### config.mk
export PLATFORM = sky130hd
export DESIGN_NAME = inst_encoder
export DESIGN_NICKNAME = d
export VERILOG_FILES = /design/src/rtl/inst_encoder.sv
export SDC_FILE = /design/constraint.sdc
export NUM_CORES = 1
export LEC_CHECK = 0
export BUFFER_PORTS_ARGS = -buffer_cell sky130_fd_sc_hd__buf_4
export CAP_MARGIN = 40
export CORE_ASPECT_RATIO = 0.75
export CORE_MARGIN = 10
export CORE_UTILIZATION = 56
export CTS_BUF_LIST = sky130_fd_sc_hd__clkbuf_4 sky130_fd_sc_hd__clkbuf_8
export CTS_CLUSTER_SIZE = 20
export DETAILED_ROUTE_END_ITERATION = 10
export PLACE_DENSITY = 0.8
export SYNTH_ARGS = -nofsm -noshare
export SYNTH_HDL_FRONTEND = slang
export SYNTH_SLANG_ARGS = --single-unit
### constraint.sdc
create_clock -name clk -period 6.93 [get_ports clk]
set_clock_uncertainty 0.05 [all_clocks]
set_input_delay 1.386 -clock clk [delete_from_list [all_inputs] [get_ports clk]]
set_output_delay 1.386 -clock clk [all_outputs]
set_load 0.01 [all_outputs]
### src/rtl/inst_encoder.sv
// RV32I field-to-word encoder feeding instruction memory through a small FIFO.
// Optional immediate range checking is compiled in with `define INST_ENC_RANGE_CHECK_EN.
module inst_encoder #(
  parameter int                 DEPTH     = 4,
  parameter int                 ADDR_W    = 32,
  parameter logic [ADDR_W-1:0]  BASE_ADDR = '0
) (
  input  logic                      clk,
  input  logic                      rst_n,
  input  logic                      flush,
  input  logic                      in_valid,
  output logic                      in_ready,
  input  logic [6:0]                in_opcode,
  input  logic [2:0]                in_func3,
  input  logic                      in_func7,
  input  logic [4:0]                in_rs1,
  input  logic [4:0]                in_rs2,
  input  logic [4:0]                in_rd,
  input  logic [31:0]               in_imm,
  output logic                      im_we,
  input  logic                      im_ready,
  output logic [ADDR_W-1:0]         im_addr,
  output logic [31:0]               im_wdata,
  output logic [$clog2(DEPTH):0]    count,
  output logic                      err
);
  localparam int              PW       = $clog2(DEPTH);
  localparam int              CW       = PW + 1;
  localparam logic [CW-1:0]   FULL_CNT = CW'(DEPTH);

  logic [31:0]       mem_q [DEPTH];
  logic [PW-1:0]     wr_ptr_q, wr_ptr_d, rd_ptr_q, rd_ptr_d;
  logic [CW-1:0]     count_q, count_d;
  logic [ADDR_W-1:0] addr_q, addr_d;
  logic              err_q, err_d;

  logic [31:0] enc_word;
  logic        enc_illegal, push_bad, is_shift;
  logic        push, pop, empty, full;

  assign empty    = (count_q == '0);
  assign full     = (count_q == FULL_CNT);
  assign in_ready = !full;
  assign push     = in_valid && !full && !flush;
  assign pop      = !empty && im_ready && !flush;
  assign is_shift = (in_opcode == 7'b0010011) && (in_func3[1:0] == 2'b01);

  always_comb begin
    enc_word    = 32'h0000_0013;
    enc_illegal = 1'b0;
    case (in_opcode)
      7'b0110011:
        enc_word = {1'b0, in_func7, 5'b0, in_rs2, in_rs1, in_func3, in_rd, in_opcode};
      7'b0010011, 7'b0000011, 7'b1100111, 7'b0001111, 7'b1110011:
        if (is_shift)
          enc_word = {1'b0, in_func7, 5'b0, in_imm[4:0], in_rs1, in_func3, in_rd, in_opcode};
        else
          enc_word = {in_imm[11:0], in_rs1, in_func3, in_rd, in_opcode};
      7'b0100011:
        enc_word = {in_imm[11:5], in_rs2, in_rs1, in_func3, in_imm[4:0], in_opcode};
      7'b1100011:
        enc_word = {in_imm[12], in_imm[10:5], in_rs2, in_rs1, in_func3,
                    in_imm[4:1], in_imm[11], in_opcode};
      7'b0110111, 7'b0010111:
        enc_word = {in_imm[31:12], in_rd, in_opcode};
      7'b1101111:
        enc_word = {in_imm[20], in_imm[10:1], in_imm[11], in_imm[19:12], in_rd, in_opcode};
      default:
        enc_illegal = 1'b1;
    endcase
  end

`ifdef INST_ENC_RANGE_CHECK_EN
  logic enc_range;

  // Sign-fit tests: all bits above the field's sign bit must equal it.
  always_comb begin
    enc_range = 1'b0;
    case (in_opcode)
      7'b0010011, 7'b0000011, 7'b1100111, 7'b0001111, 7'b1110011:
        if (is_shift)
          enc_range = |in_imm[31:5];
        else
          enc_range = !((&in_imm[31:11]) || !(|in_imm[31:11]));
      7'b0100011:
        enc_range = !((&in_imm[31:11]) || !(|in_imm[31:11]));
      7'b1100011:
        enc_range = !((&in_imm[31:12]) || !(|in_imm[31:12])) || in_imm[0];
      7'b0110111, 7'b0010111:
        enc_range = |in_imm[11:0];
      7'b1101111:
        enc_range = !((&in_imm[31:20]) || !(|in_imm[31:20])) || in_imm[0];
      default:
        enc_range = 1'b0;
    endcase
  end

  assign push_bad = enc_illegal || enc_range;
`else
  assign push_bad = enc_illegal;
`endif

  always_comb begin
    wr_ptr_d = wr_ptr_q;
    rd_ptr_d = rd_ptr_q;
    count_d  = count_q;
    addr_d   = addr_q;
    err_d    = err_q;
    if (flush) begin
      wr_ptr_d = '0;
      rd_ptr_d = '0;
      count_d  = '0;
      addr_d   = BASE_ADDR;
      err_d    = 1'b0;
    end else begin
      if (push) begin
        wr_ptr_d = wr_ptr_q + 1'b1;
        if (push_bad) err_d = 1'b1;
      end
      if (pop) begin
        rd_ptr_d = rd_ptr_q + 1'b1;
        addr_d   = addr_q + ADDR_W'(4);
      end
      if (push && !pop)      count_d = count_q + 1'b1;
      else if (pop && !push) count_d = count_q - 1'b1;
    end
  end

  always_ff @(posedge clk or negedge rst_n) begin
    if (!rst_n) begin
      wr_ptr_q <= '0;
      rd_ptr_q <= '0;
      count_q  <= '0;
      addr_q   <= BASE_ADDR;
      err_q    <= 1'b0;
    end else begin
      wr_ptr_q <= wr_ptr_d;
      rd_ptr_q <= rd_ptr_d;
      count_q  <= count_d;
      addr_q   <= addr_d;
      err_q    <= err_d;
    end
  end

  // Storage carries no reset; occupancy alone decides what is valid.
  always_ff @(posedge clk) begin
    if (push) mem_q[wr_ptr_q] <= enc_word;
  end

  assign im_we    = !empty;
  assign im_addr  = addr_q;
  assign im_wdata = empty ? 32'h0 : mem_q[rd_ptr_q];
  assign count    = count_q;
  assign err      = err_q;

endmodule
==> reports/qor.yml <==
status: "finished, final reports clean"
worstHoldPathCells: 2
grt_pass1_wl_um: 28600
diodes: 0
maxCapViolCount: 0
synth_mux_area_share_pct: 10.5
firstDrtPassIters: 5
crit_chain: "buf_4, mux4_2, nor2b_1, buf_4"
synth_compound_area_share_pct: 9.06
slew_violations: 0
synth-xor-area-share_pct: 1.59
start_util_pct: 56.7
yosys.cell_count.top_type: "edfxtp_1"
finish.net_count: 750
critPathCaptureType: "output pin"
total_power_mw: 2.52
postLayoutSetupSlackWorst_ns: 3.19
first_iter_violations: 474
crit_fanout: 34
rsz0062_at_grt: "no"
core_area_um2: 13600
syn_to_final_growth_pct: 20.3
seqPwrFrac_pct: 45.6
yosysTopAreaCellShare_pct: 49.8
fin_crit_ns: 3.74
switchingPower_mw: 0.703
timing.rr.start: "count[2]"
clkLatencyLatePin_ns: 0.45
grt_overflow: 0
synthArstFlopShare_pct: 22.9
cp_data_arrival_time_ns: 2.30
holdPathEnd: "err"
io_buffer_count: 130
crit_family: "buffers and inverters"
power_frac_comb_pct: 25.5
route.detailed.drc: 0
synth_top_family_by_area: "simple AND/OR/NAND/NOR gates"
cts_buffers: 17
cts_hold_buf: 0
fp.dieW_um: 156
synthAdderAreaFrac_pct: 1.07
ys_seq_elements: 166
max_freq_ghz: 0.268
p_sw_share_pct: 27.9
cp_num_buf_inv: 2
max_slew_margin_pct: 39.3
clockPowerShare_pct: 28.9
critical-path-slowest-cell: "mux4_2"
num_rows: 37
synth-simple-area-share_pct: 12.8
dpl_cell_area_um2: 8870
preCtsSetupSlack_ns: 3.28
post_cts_resized: 0
grt_pass1_vias: 5248
slowest_delay_ns: 0.59
clockBufferDepth: 2
final_cell_area_um2: 9290
synth_area_per_cell_um2: 13.9
yosysTopAreaCell: "edfxtp_1"
root_buffer: "clkbuf_8"
grt_max_degree: 45
finalHoldViolCount: 0
fp.dieH_um: 122
r2r_cells: 8
synthTopCellsByArea: "edfxtp_1 (50%), dfrtp_1 (12%), mux4_2 (9.3%)"
grt_util_all_layers_pct: 19.4
drt-vias-per-instance: 6.05
ys_top_cells_by_count: "edfxtp_1 (128), nor2b_1 (39), dfrtp_1 (38), mux4_2 (32), nand2_1 (30)"
ant_nets: 0
ioPinCount: 133
timing.hold.worst.class: "register to register"
r2r_slack_ns: 4.48
clkTransAtPathRegs_ns: 0.08
critPathRequiredTime_ns: 5.49
place_congestion: 0.893
timing.rr.end: "count[2]"
leakagePower_nw: 3.51
intPower_mw: 1.82
worstHoldStart: "err"
synth_ff_type: "edfxtp_1"
fin_crit_sh_pct: 53.9
cts_num_sinks: 166
die-area_um2: 18900
synth_edf_count: 128
path_class: "register to output pin"
setup_tns_ns: 0
avgRoutedWirePerCell_um: 21.4
seq_area_frac_synth_pct: 62.1
dpl.hpwl_um: 12800
drt-total-wl_um: 18600
antenna_found_initial: 0
netlist_instances: 555
fillers: 952
power_density_nw_per_um2: 271
finalSetupViolations: 0
cp_common_cell: "buf_4"
cts_setup_buffers: 0
start_kind: "register"
vdd_drop_max_mv: 0.301
tightestPinTransition_ns: 0.907
cts_max_level: 4
ys_types: 55
cts_tree: "built"
mappedNetlistArea_um2: 7720
layout-drive-gt1-share_pct: 31.1
route.vias.total: 5261
yosys_warnings: 0
fin_hold_ws_ns: 0.521
[worst max-delay path by stage]
stage | startpoint | endpoint | slack (ns) | cells after the start
2_1_floorplan | rd_ptr_q[0] | im_wdata[10] | 3.87 | 4
3_3_place_gp | in_opcode[3] | mem_q[3][30] | 3.44 | 5
3_5_place_dp | in_opcode[3] | mem_q[0][30] | 3.28 | 5
4_1_cts | rd_ptr_q[0] | im_wdata[20] | 3.14 | 4
5_1_grt | rd_ptr_q[0] | im_wdata[31] | 3.04 | 4
6_report | rd_ptr_q[0] | im_wdata[20] | 3.19 | 4
[kinds of logic (layout without fill, tap and decap cells)]
kind of cell               count (synthesis)  in the layout
and+or+nand+nor                          175            175
DFF                                      166            166
AOI/OAI and AO/OA                        102            102
buffers and inverters                     50            181
muxes                                     40             40
xor gates and xnor gates                  14             14
adders and majority gates                  6              6
other                                      2             10
[cells in the final DEF, fill, tap and decap left out, types with 4 or more instances in the layout]
| cell type | instances |
|---|---|
| clkbuf_8 | 19 |
| o31ai_1 | 15 |
| nand2_1 | 30 |
| edfxtp_1 | 128 |
| a21oi_1 | 25 |
| nor3_1 | 7 |
| ha_1 | 5 |
| xor2_1 | 7 |
| mux2_2 | 5 |
| nor2_1 | 26 |
| nor4_1 | 4 |
| buf_4 | 135 |
| nand4_1 | 4 |
| and3_1 | 5 |
| a21o_1 | 4 |
| and2_1 | 5 |
| or4_1 | 16 |
| a22o_1 | 17 |
| dfrtp_1 | 37 |
| nand3_1 | 14 |
| a32oi_1 | 5 |
| conb_1 | 10 |
| o21ai_0 | 15 |
| nor2b_1 | 39 |
| inv_1 | 12 |
| xnor2_1 | 7 |
| mux4_2 | 32 |
[power groups by stage]
stage	logic (mW)	clock network, mW	registers (mW)
2_1_floorplan	0.377	0	1.16
3_3_place_gp	0.633	0	1.17
3_5_place_dp	0.648	0	1.17
4_1_cts	0.653	0.737	1.15
5_1_grt	0.702	0.775	1.15
6_report	0.643	0.729	1.15
[cell type report]
| type | instances | area [um^2] | area share, % |
|---|---|---|---|
| flip-flops and latches | 166 | 4800 | 51.6 |
| clock inverters | 11 | 145 | 1.56 |
| inverters | 12 | 45.0 | 0.485 |
| repair buffers | 137 | 1060 | 11.4 |
| well taps | 175 | 219 | 2.36 |
| multi-input cells | 347 | 2750 | 29.6 |
| clock buffers | 21 | 277 | 2.98 |
[sequential cells by signal (all words and copies together), names as in the netlist]
name / cells
wr_ptr_q: 2
im_addr: 30
mem_q: 128
rd_ptr_q: 2
err: 1
count: 3
[tightest hold or removal path: cells and delay by family (launching register included)]
| kind | cells | cell delay [ns] |
|---|---|---|
| flops | 1 | 0.41 |
| simple gates | 1 | 0.08 |
| compound gates | 1 | 0.06 |
[stage by stage]
step                util (%)  cells
CTS                     68.2    869
global placement        64.8    835
finish                  68.2    869
global route            68.2    869
detailed placement      65.1    837
floorplan                  -    563
[layer usage]
layer / share of wire, % / global-route usage, % / up-vias
met3: 9.0 / 6.44 / 23
met2: 48 / 30.8 / 242
met4: 1.3 / 5.13 / 0
li1: - / - / 2390
met5: 0 / 0 / -
met1: 41 / 25.3 / 2606
No activity file was read; power rests on OpenSTA's default activity.
